$ cat src/rtl/instrumented_adder_meas.sv
// Measurement controller for the instrumented adder: loads operands and path
// masks, enables the ring oscillator for a programmed window, counts its edges.
module instrumented_adder_meas #(
  parameter int WIDTH       = 32,
  parameter int CNT_W       = 32,
  parameter int WIN_W       = 16,
  parameter int SETTLE      = 4,
  parameter int SYNC_STAGES = 2
) (
  input  logic             wb_clk_i,
  input  logic             wb_rst_n,
  input  logic             active,
  input  logic             start,
  input  logic [WIN_W-1:0] window_len,
  input  logic [WIDTH-1:0] a_in,
  input  logic [WIDTH-1:0] b_in,
  input  logic [WIDTH-1:0] ext_sel_b_in,
  input  logic [WIDTH-1:0] ring_sel_b_in,
  input  logic             chain_out,
  input  logic [WIDTH-1:0] sum_in,
  output logic [WIDTH-1:0] a_out,
  output logic [WIDTH-1:0] b_out,
  output logic [WIDTH-1:0] ext_bit_b,
  output logic [WIDTH-1:0] ring_bit_b,
  output logic             ring_en,
  output logic             busy,
  output logic             done,
  output logic [CNT_W-1:0] count,
  output logic [WIDTH-1:0] sum_capture,
  output logic             overflow
);

  localparam int SET_W = (SETTLE > 1) ? $clog2(SETTLE) : 1;

  typedef enum logic [1:0] {
    ST_IDLE,
    ST_SETTLE,
    ST_RUN,
    ST_DONE
  } state_t;

  state_t                 state;
  logic [SET_W-1:0]       settle_cnt;
  logic [WIN_W-1:0]       win_len_q;
  logic [WIN_W-1:0]       win_cnt;
  logic [CNT_W-1:0]       edge_cnt;
  logic [CNT_W-1:0]       edge_cnt_nxt;
  logic                   sat_hit;
  logic [SYNC_STAGES-1:0] sync_q;
  logic                   edge_prev;
  logic                   chain_rise;

  // chain_out is asynchronous to wb_clk_i; edges are detected after the sync chain
  always_ff @(posedge wb_clk_i or negedge wb_rst_n) begin
    if (!wb_rst_n) begin
      sync_q    <= '0;
      edge_prev <= 1'b0;
    end else begin
      sync_q    <= {sync_q[SYNC_STAGES-2:0], chain_out};
      edge_prev <= sync_q[SYNC_STAGES-1];
    end
  end

  assign chain_rise = sync_q[SYNC_STAGES-1] & ~edge_prev;

  always_comb begin
    edge_cnt_nxt = edge_cnt;
    sat_hit      = 1'b0;
    if (state == ST_RUN && chain_rise) begin
      if (edge_cnt == '1) begin
        sat_hit = 1'b1;
      end else begin
        edge_cnt_nxt = edge_cnt + CNT_W'(1);
      end
    end
  end

  // count/sum_capture load on the edge entering DONE so they are valid with done
  always_ff @(posedge wb_clk_i or negedge wb_rst_n) begin
    if (!wb_rst_n) begin
      state       <= ST_IDLE;
      settle_cnt  <= '0;
      win_len_q   <= '0;
      win_cnt     <= '0;
      edge_cnt    <= '0;
      a_out       <= '0;
      b_out       <= '0;
      ext_bit_b   <= '1;
      ring_bit_b  <= '1;
      ring_en     <= 1'b0;
      busy        <= 1'b0;
      done        <= 1'b0;
      count       <= '0;
      sum_capture <= '0;
      overflow    <= 1'b0;
    end else if (state != ST_IDLE && !active) begin
      state   <= ST_IDLE;
      ring_en <= 1'b0;
      busy    <= 1'b0;
      done    <= 1'b0;
    end else begin
      case (state)
        ST_IDLE: begin
          done <= 1'b0;
          if (start && active) begin
            a_out      <= a_in;
            b_out      <= b_in;
            ext_bit_b  <= ext_sel_b_in;
            ring_bit_b <= ring_sel_b_in;
            win_len_q  <= window_len;
            settle_cnt <= SET_W'(SETTLE - 1);
            edge_cnt   <= '0;
            overflow   <= 1'b0;
            busy       <= 1'b1;
            state      <= ST_SETTLE;
          end
        end
        ST_SETTLE: begin
          if (settle_cnt == '0) begin
            if (win_len_q != '0) begin
              win_cnt <= win_len_q - WIN_W'(1);
              ring_en <= 1'b1;
              state   <= ST_RUN;
            end else begin
              count       <= edge_cnt;
              sum_capture <= sum_in;
              done        <= 1'b1;
              state       <= ST_DONE;
            end
          end else begin
            settle_cnt <= settle_cnt - SET_W'(1);
          end
        end
        ST_RUN: begin
          edge_cnt <= edge_cnt_nxt;
          if (sat_hit) begin
            overflow <= 1'b1;
          end
          if (win_cnt == '0) begin
            ring_en     <= 1'b0;
            count       <= edge_cnt_nxt;
            sum_capture <= sum_in;
            done        <= 1'b1;
            state       <= ST_DONE;
          end else begin
            win_cnt <= win_cnt - WIN_W'(1);
          end
        end
        ST_DONE: begin
          done  <= 1'b0;
          busy  <= 1'b0;
          state <= ST_IDLE;
        end
        default: begin
          state <= ST_IDLE;
        end
      endcase
    end
  end

endmodule

$ cat config.mk
export PLATFORM = sky130hd
export DESIGN_NAME = instrumented_adder_meas
export DESIGN_NICKNAME = d
export VERILOG_FILES = /design/src/rtl/instrumented_adder_meas.sv
export SDC_FILE = /design/constraint.sdc
export NUM_CORES = 1
export LEC_CHECK = 0
export BUFFER_PORTS_ARGS = -buffer_cell sky130_fd_sc_hd__buf_2
export CORE_ASPECT_RATIO = 1.75
export CORE_MARGIN = 4
export CORE_UTILIZATION = 54
export DETAILED_ROUTE_END_ITERATION = 10
export PLACE_DENSITY = 0.92
export SETUP_SLACK_MARGIN = 0.3
export SLEW_MARGIN = 20
export SYNTH_ARGS = -nofsm -noshare
export SYNTH_HDL_FRONTEND = slang
export SYNTH_SLANG_ARGS = --single-unit
$ cat constraint.sdc
create_clock -name wb_clk_i -period 5.33 [get_ports wb_clk_i]
set_input_delay 1.599 -clock wb_clk_i [delete_from_list [all_inputs] [get_ports wb_clk_i]]
set_output_delay 1.599 -clock wb_clk_i [all_outputs]
set_load 0.02 [all_outputs]
==> results.sh, run 1 <==
export IMPL_status="finished clean"
export IMPL_setup_viol=0
export IMPL_grt_overflow_total=0
export IMPL_core_area_mm2=0.0221
export IMPL_power_frac_clock_pct=18.5
export IMPL_area_growth_syn_to_layout_pct=24.7
export IMPL_vias=9495
export IMPL_p_per_area_mw_per_mm2=630
export IMPL_num_rows=72
export IMPL_gp_congestion=0.929
export IMPL_p_int_w=0.00573
export IMPL_cap_viol_max_count=0
export IMPL_drt_iter0_drc=748
export IMPL_synth_most_common_cell="dfrtp_1"
export IMPL_wl_um=31900
export IMPL_tns_ns=0
export IMPL_startpoint="state[0]"
export IMPL_post_route_util_pct=68.1
export IMPL_synthTopCellsByArea="dfrtp_1 (42%), mux2_2 (17%), dfstp_2 (14%)"
export IMPL_postCtsResizedCells=0
export IMPL_clkTransAtPathRegs_ns=0.06
export IMPL_drc_errors=0
export IMPL_rr_startpoint="state[0]"
export IMPL_leakagePower_nw=7.06
export IMPL_die_y_um=206
export IMPL_syn_area_mm2=0.0121
export IMPL_worstMarginPinSlew_ns=0.978
export IMPL_endpoint_kind="flop"
export IMPL_cp_data_required_time_ns=5.71
export IMPL_ctsHoldBuffers=0
export IMPL_fmax_ghz=0.277
export IMPL_first_pass_iters=6
export IMPL_start_kind="flop"
export IMPL_relSlewSlack_pct=34.8
export IMPL_min_from="sync_q[0]"
export IMPL_clk_latency_ns=0.52
export IMPL_peakVddDrop_v=0.000484
export IMPL_seq_power_share_pct=39.7
export IMPL_rsz0062_at_grt="no"
export IMPL_cts_max_level=1
export IMPL_clock_skew_ns=0.00966
export IMPL_hold_class="reg2reg"
export IMPL_antenna_found_initial=2
export IMPL_drive_gt1_share_pct=48.7
export IMPL_fin_crit_ns=3.61
export IMPL_period_share_pct=67.8
export IMPL_fin_nets=1568
export IMPL_cts_buffers=25
export IMPL_viasPerCell=5.62
export IMPL_crit_fanout=27
export IMPL_grtUsageTotal_pct=25.1
export IMPL_synth_edf_count=0
export IMPL_grt_pass1_wl_um=50100
export IMPL_root_buffer="clkbuf_16"
export IMPL_ys_flop_type="dfrtp_1"
export IMPL_netlist_top_cells_count="dfrtp_1 (203), mux2_2 (177), nand2_1 (94), o21ai_0 (71), dfstp_2 (64)"
export IMPL_p_sw_share_pct=39.4
export IMPL_wl_per_cell_um=18.9
export IMPL_cts_tree="yes"
export IMPL_ys_seq_area_share_pct=56.1
export IMPL_postSynthCellCount=1024
export IMPL_ant_nets=0
export IMPL_postSynthAreaPerCell_um2=11.8
export IMPL_grt_pass1_vias=9761
export IMPL_num_io_pins=377
export IMPL_synth_top_area_share_pct=42.2
export IMPL_dpl_hpwl_um=23900
export IMPL_yosys_cell_types_count=60
export IMPL_synth_net_count=1212
export IMPL_async_flop_share_pct=100
export IMPL_slew_violations=0
export IMPL_worst_setup_path_type="reg2reg"
export IMPL_holdWs_ns=0.368
export IMPL_final_cells=1690
export IMPL_power_switching_w=0.00373
export IMPL_port_buffers=376
export IMPL_chipWidth_um=121
export IMPL_clock_path_buffers=3
export IMPL_initial_core_util_pct=54.6
export IMPL_yosys_area_top_type="dfrtp_1"
export IMPL_cts_setup_buffers=0
export IMPL_p_total_w=0.00947
export IMPL_die_area_mm2=0.0249
export IMPL_critPathArrivalTime_ns=3.99
export IMPL_ys_warn_count=0
export IMPL_placed_cells=1649
export IMPL_grt_max_degree=119
export IMPL_hold_viol=0
export IMPL_combPwrFrac_pct=41.8
export IMPL_ys_ff_latch=267
export IMPL_cts_sink_count=267
## state kept, by name (all words and copies together), names as in the netlist, 16 cells and up
signal and count:
a_out 32, b_out 32, count 32, edge_cnt 32, ext_bit_b 32, ring_bit_b 32, sum_capture 32, win_cnt 16
win_len_q 16
## power by group through the flow
stage / Combinational, W / Clock, W / Sequential, W
after floorplan: 0.00182 / 0 / 0.00451
after global placement: 0.00382 / 0 / 0.00369
after global routing: 0.00429 / 0.00186 / 0.00387
after CTS: 0.00399 / 0.00179 / 0.00374
final: 0.00396 / 0.00175 / 0.00376
after detailed placement: 0.00397 / 0 / 0.00376
## stage by stage
stage	worst slack, ns	instance area (µm²)
final	1.72	15000
after global routing	1.51	15000
after CTS	1.83	15000
after detailed placement	1.61	14200
after global placement	1.73	14200
after floorplan	1.87	12100
## placed cells by master (no fill, tap or decap), types with 20 or more instances in the layout
cell type | synthesis | routed
a21oi_1 | 25 | 25
buf_2 | 5 | 375
clkbuf_16 | 0 | 26
dfrtp_1 | 203 | 203
dfstp_2 | 64 | 64
mux2_2 | 177 | 177
mux2i_1 | 28 | 28
nand2_1 | 94 | 94
nand3_1 | 33 | 31
nor2_1 | 51 | 51
nor3_1 | 20 | 20
o21ai_0 | 71 | 71
xor2_1 | 26 | 26
## worst max-delay path: stages, from the launching register on
cell and delay [ns]:
dfrtp_1 0.45, inv_1 0.13, ha_1 0.81, buf_4 0.33, nand3b_1 0.17, nor3_1 0.20, a21boi_1 0.66, and4_1 0.35
mux2i_1 0.24, o22ai_1 0.12
## logic make-up (layout without fill, tap and decap cells)
logic type / Yosys count / count (layout) / share of synthesized area, %
buffers and inverters: 76 / 445 / 2.48
adders and majority gates: 7 / 7 / 0.727
xor gates and xnor gates: 42 / 42 / 3.05
and+or+nand+nor: 277 / 277 / 11.3
muxes: 205 / 205 / 18.9
other: 0 / 1 / 0
AOI/OAI and AO/OA: 150 / 150 / 7.44
DFF: 267 / 267 / 56.1
## routing by layer
layer / track usage, % / share of wire (%) / up-vias
met4: 10.7 / 4.7 / 2
li1: - / - / 4342
met2: 46.7 / 54 / 447
met3: 5.39 / 7.5 / 101
met5: 0 / 0.063 / -
met1: 27.0 / 34 / 4603
## final timing paths
check | endpoint | slack (ns) | cells after the start
worst max register to register | edge_cnt[20] | 1.72 | 9
max in group asynchronous | ring_bit_b[7] | 3.24 | 2
worst max-delay path | edge_cnt[20] | 1.72 | 9
worst min register to register | sync_q[1] | 0.37 | 0
worst min-delay path | sync_q[1] | 0.37 | 0
min in group asynchronous | count[13] | 1.14 | 1
## final cells by class
class | instances | area (µm²)
fillers | 1570 | 7040
flip-flops and latches | 267 | 6760
multi-input cells | 681 | 5020
repair buffers | 390 | 2020
clock buffers | 32 | 703
well taps | 296 | 370
clock inverters | 8 | 92.6
inverters | 15 | 56.3
diodes | 1 | 2.50
Power figures use the tool's default switching activity.
==> inputs of run 2 (changes only) <==
- CORE_UTILIZATION: 54 -> 47
- PLACE_DENSITY: 0.92 -> 0.85
- clock period: 5.33 -> 3.2 ns (I/O delays scaled with it)
==> results.sh, run 2 (synthesized netlist as in run 1, its figures left out) <==
export IMPL_status="finished clean"
export IMPL_worst_setup_path_type="reg2reg"
export IMPL_die_y_um=220
export IMPL_grt_pass1_wl_um=51300
export IMPL_num_rows=77
export IMPL_endpoint_kind="flop"
export IMPL_ff_latch_area_mm2=0.00676
export IMPL_crit_fanout=18
export IMPL_antenna_found_initial=2
export IMPL_core_area_mm2=0.0252
export IMPL_fmax_ghz=0.364
export IMPL_fillers=2022
export IMPL_grt_util_met1_pct=24.5
export IMPL_chipWidth_um=129
export IMPL_drt_iter0_drc=498
export IMPL_fin_nets=1582
export IMPL_start_kind="flop"
export IMPL_critPathArrivalTime_ns=3.16
export IMPL_area_growth_syn_to_layout_pct=26.7
export IMPL_gp_congestion=0.958
export IMPL_period_share_pct=85.8
export IMPL_dpl_hpwl_um=24400
export IMPL_clkTransAtPathRegs_ns=0.07
export IMPL_crit_buf_inv=1
export IMPL_diodes=0
export IMPL_hold_class="reg2reg"
export IMPL_initial_core_util_pct=47.7
export IMPL_grt_max_degree=87
export IMPL_path_cells="inv_2 > ha_4 > mux2i_1 > ha_2 > o211ai_1 > or4_4 > o31ai_1 > nand2_1 > a22o_1"
export IMPL_slowest_stage="or4_4"
export IMPL_drive_gt1_share_pct=49.2
export IMPL_hold_viol=0
export IMPL_grt_overflow_total=0
export IMPL_final_common_cell="buf_2"
export IMPL_clock_path_buffers=3
export IMPL_die_area_mm2=0.0284
export IMPL_grt_pass1_vias=9892
export IMPL_cts_max_level=1
export IMPL_worstMarginPinSlew_ns=0.721
export IMPL_fin_ws_ns=0.454
export IMPL_cts_sink_count=267
export IMPL_setup_viol=0
export IMPL_peakVddDrop_v=0.000743
export IMPL_p_per_area_mw_per_mm2=1050
export IMPL_cpPeakStageDelay_ns=0.51
export IMPL_gr_usage_met3_pct=5.48
export IMPL_first_pass_iters=5
export IMPL_clock_skew_ns=0.0173
export IMPL_ctsHoldBuffers=0
export IMPL_clk_latency_ns=0.53
export IMPL_wl_per_cell_um=19.1
export IMPL_drc_errors=0
export IMPL_slew_violations=0
export IMPL_cap_viol_max_count=0
export IMPL_fin_crit_ns=2.75
export IMPL_crit_family="compound AO/OA/AOI/OAI gates"
export IMPL_rsz0062_at_grt="no"
export IMPL_tns_ns=0
export IMPL_num_io_pins=377
export IMPL_cts_tree="yes"
export IMPL_root_buffer="clkbuf_16"
export IMPL_wl_um=32900
export IMPL_cp_data_required_time_ns=3.62
export IMPL_layout_common_cells="buf_2 (375), dfrtp_1 (203), mux2_2 (177), nand2_1 (94), o21ai_0 (70)"
export IMPL_ant_nets=0
export IMPL_use_met2_pct=41.6
export IMPL_vias=9502
export IMPL_cts_buffers=25
export IMPL_dp_slack_ns=0.332
export IMPL_grt_busiest_layer="met2"
export IMPL_relSlewSlack_pct=51.5
export IMPL_grtUsageTotal_pct=22.6
export IMPL_port_buffers=376
export IMPL_multi_input_area_mm2=0.00503
export IMPL_viasPerCell=5.50
export IMPL_leakagePower_nw=7.16
==> run 2: cell types whose count changed in the layout (fill, tap and decap cells not counted), moves of 2 or more <==
cell	change
buf_4	+8
buf_12	+5
clkbuf_1	+5
clkinv_2	-2
clkinv_4	+2
ha_1	-2
==> run 2: layout make-up <==
cell class	count	area share, %
sequential	267	44.3
multi-input combinational	681	33.0
timing repair buffer	404	14.4
clock buffer	37	4.73
tap	316	2.59
clock inverter	8	0.656
inverter	15	0.369
==> run 2: metal layers <==
metal,wire [µm],up-vias
li1,-,4372
met1,11200,4586
met2,17900,442
met3,2510,98
met4,1280,4
met5,20,-
==> run 2: what timing repair did <==
action                                  in CTS  in global routing
gates resized for setup                      0                  2
endpoints found under the setup margin       0                 31
buffers inserted                             0                  1
endpoints found under the hold margin        0                  0
==> run 2: worst paths after layout <==
path | from | to | slack (ns) | depth (start not counted)
min in group asynchronous | wb_rst_n | edge_cnt[27] | 0.43 | 1
max | state[0] | win_cnt[10] | 0.45 | 9
max reg2reg | state[0] | win_cnt[10] | 0.45 | 9
min reg2reg | sync_q[0] | sync_q[1] | 0.35 | 0
min | sync_q[0] | sync_q[1] | 0.35 | 0
max in group asynchronous | wb_rst_n | ring_bit_b[12] | 1.97 | 2
==> run 2: through the flow <==
stage | std cells | util, % | instance area, µm² | hold WS, ns | power [W]
floorplan | 1024 | - | 12100 | 0.331 | 0.0106
global placement | 1682 | 57.1 | 14400 | 0.334 | 0.0127
detailed placement | 1682 | 57.1 | 14400 | 0.335 | 0.0130
CTS | 1727 | 60.4 | 15200 | 0.349 | 0.0161
global route | 1728 | 60.5 | 15300 | 0.365 | 0.0170
finish | 1728 | 60.5 | 15300 | 0.347 | 0.0160
==> run 2: report_power, final <==
part / total (W) / switching [W] / internal [W]
clock: 0.00301 / 0.00128 / 0.00173
sequential: 0.00626 / 0.00109 / 0.00518
combinational: 0.00673 / 0.00396 / 0.00277
total: 0.0160 / 0.00633 / 0.00967
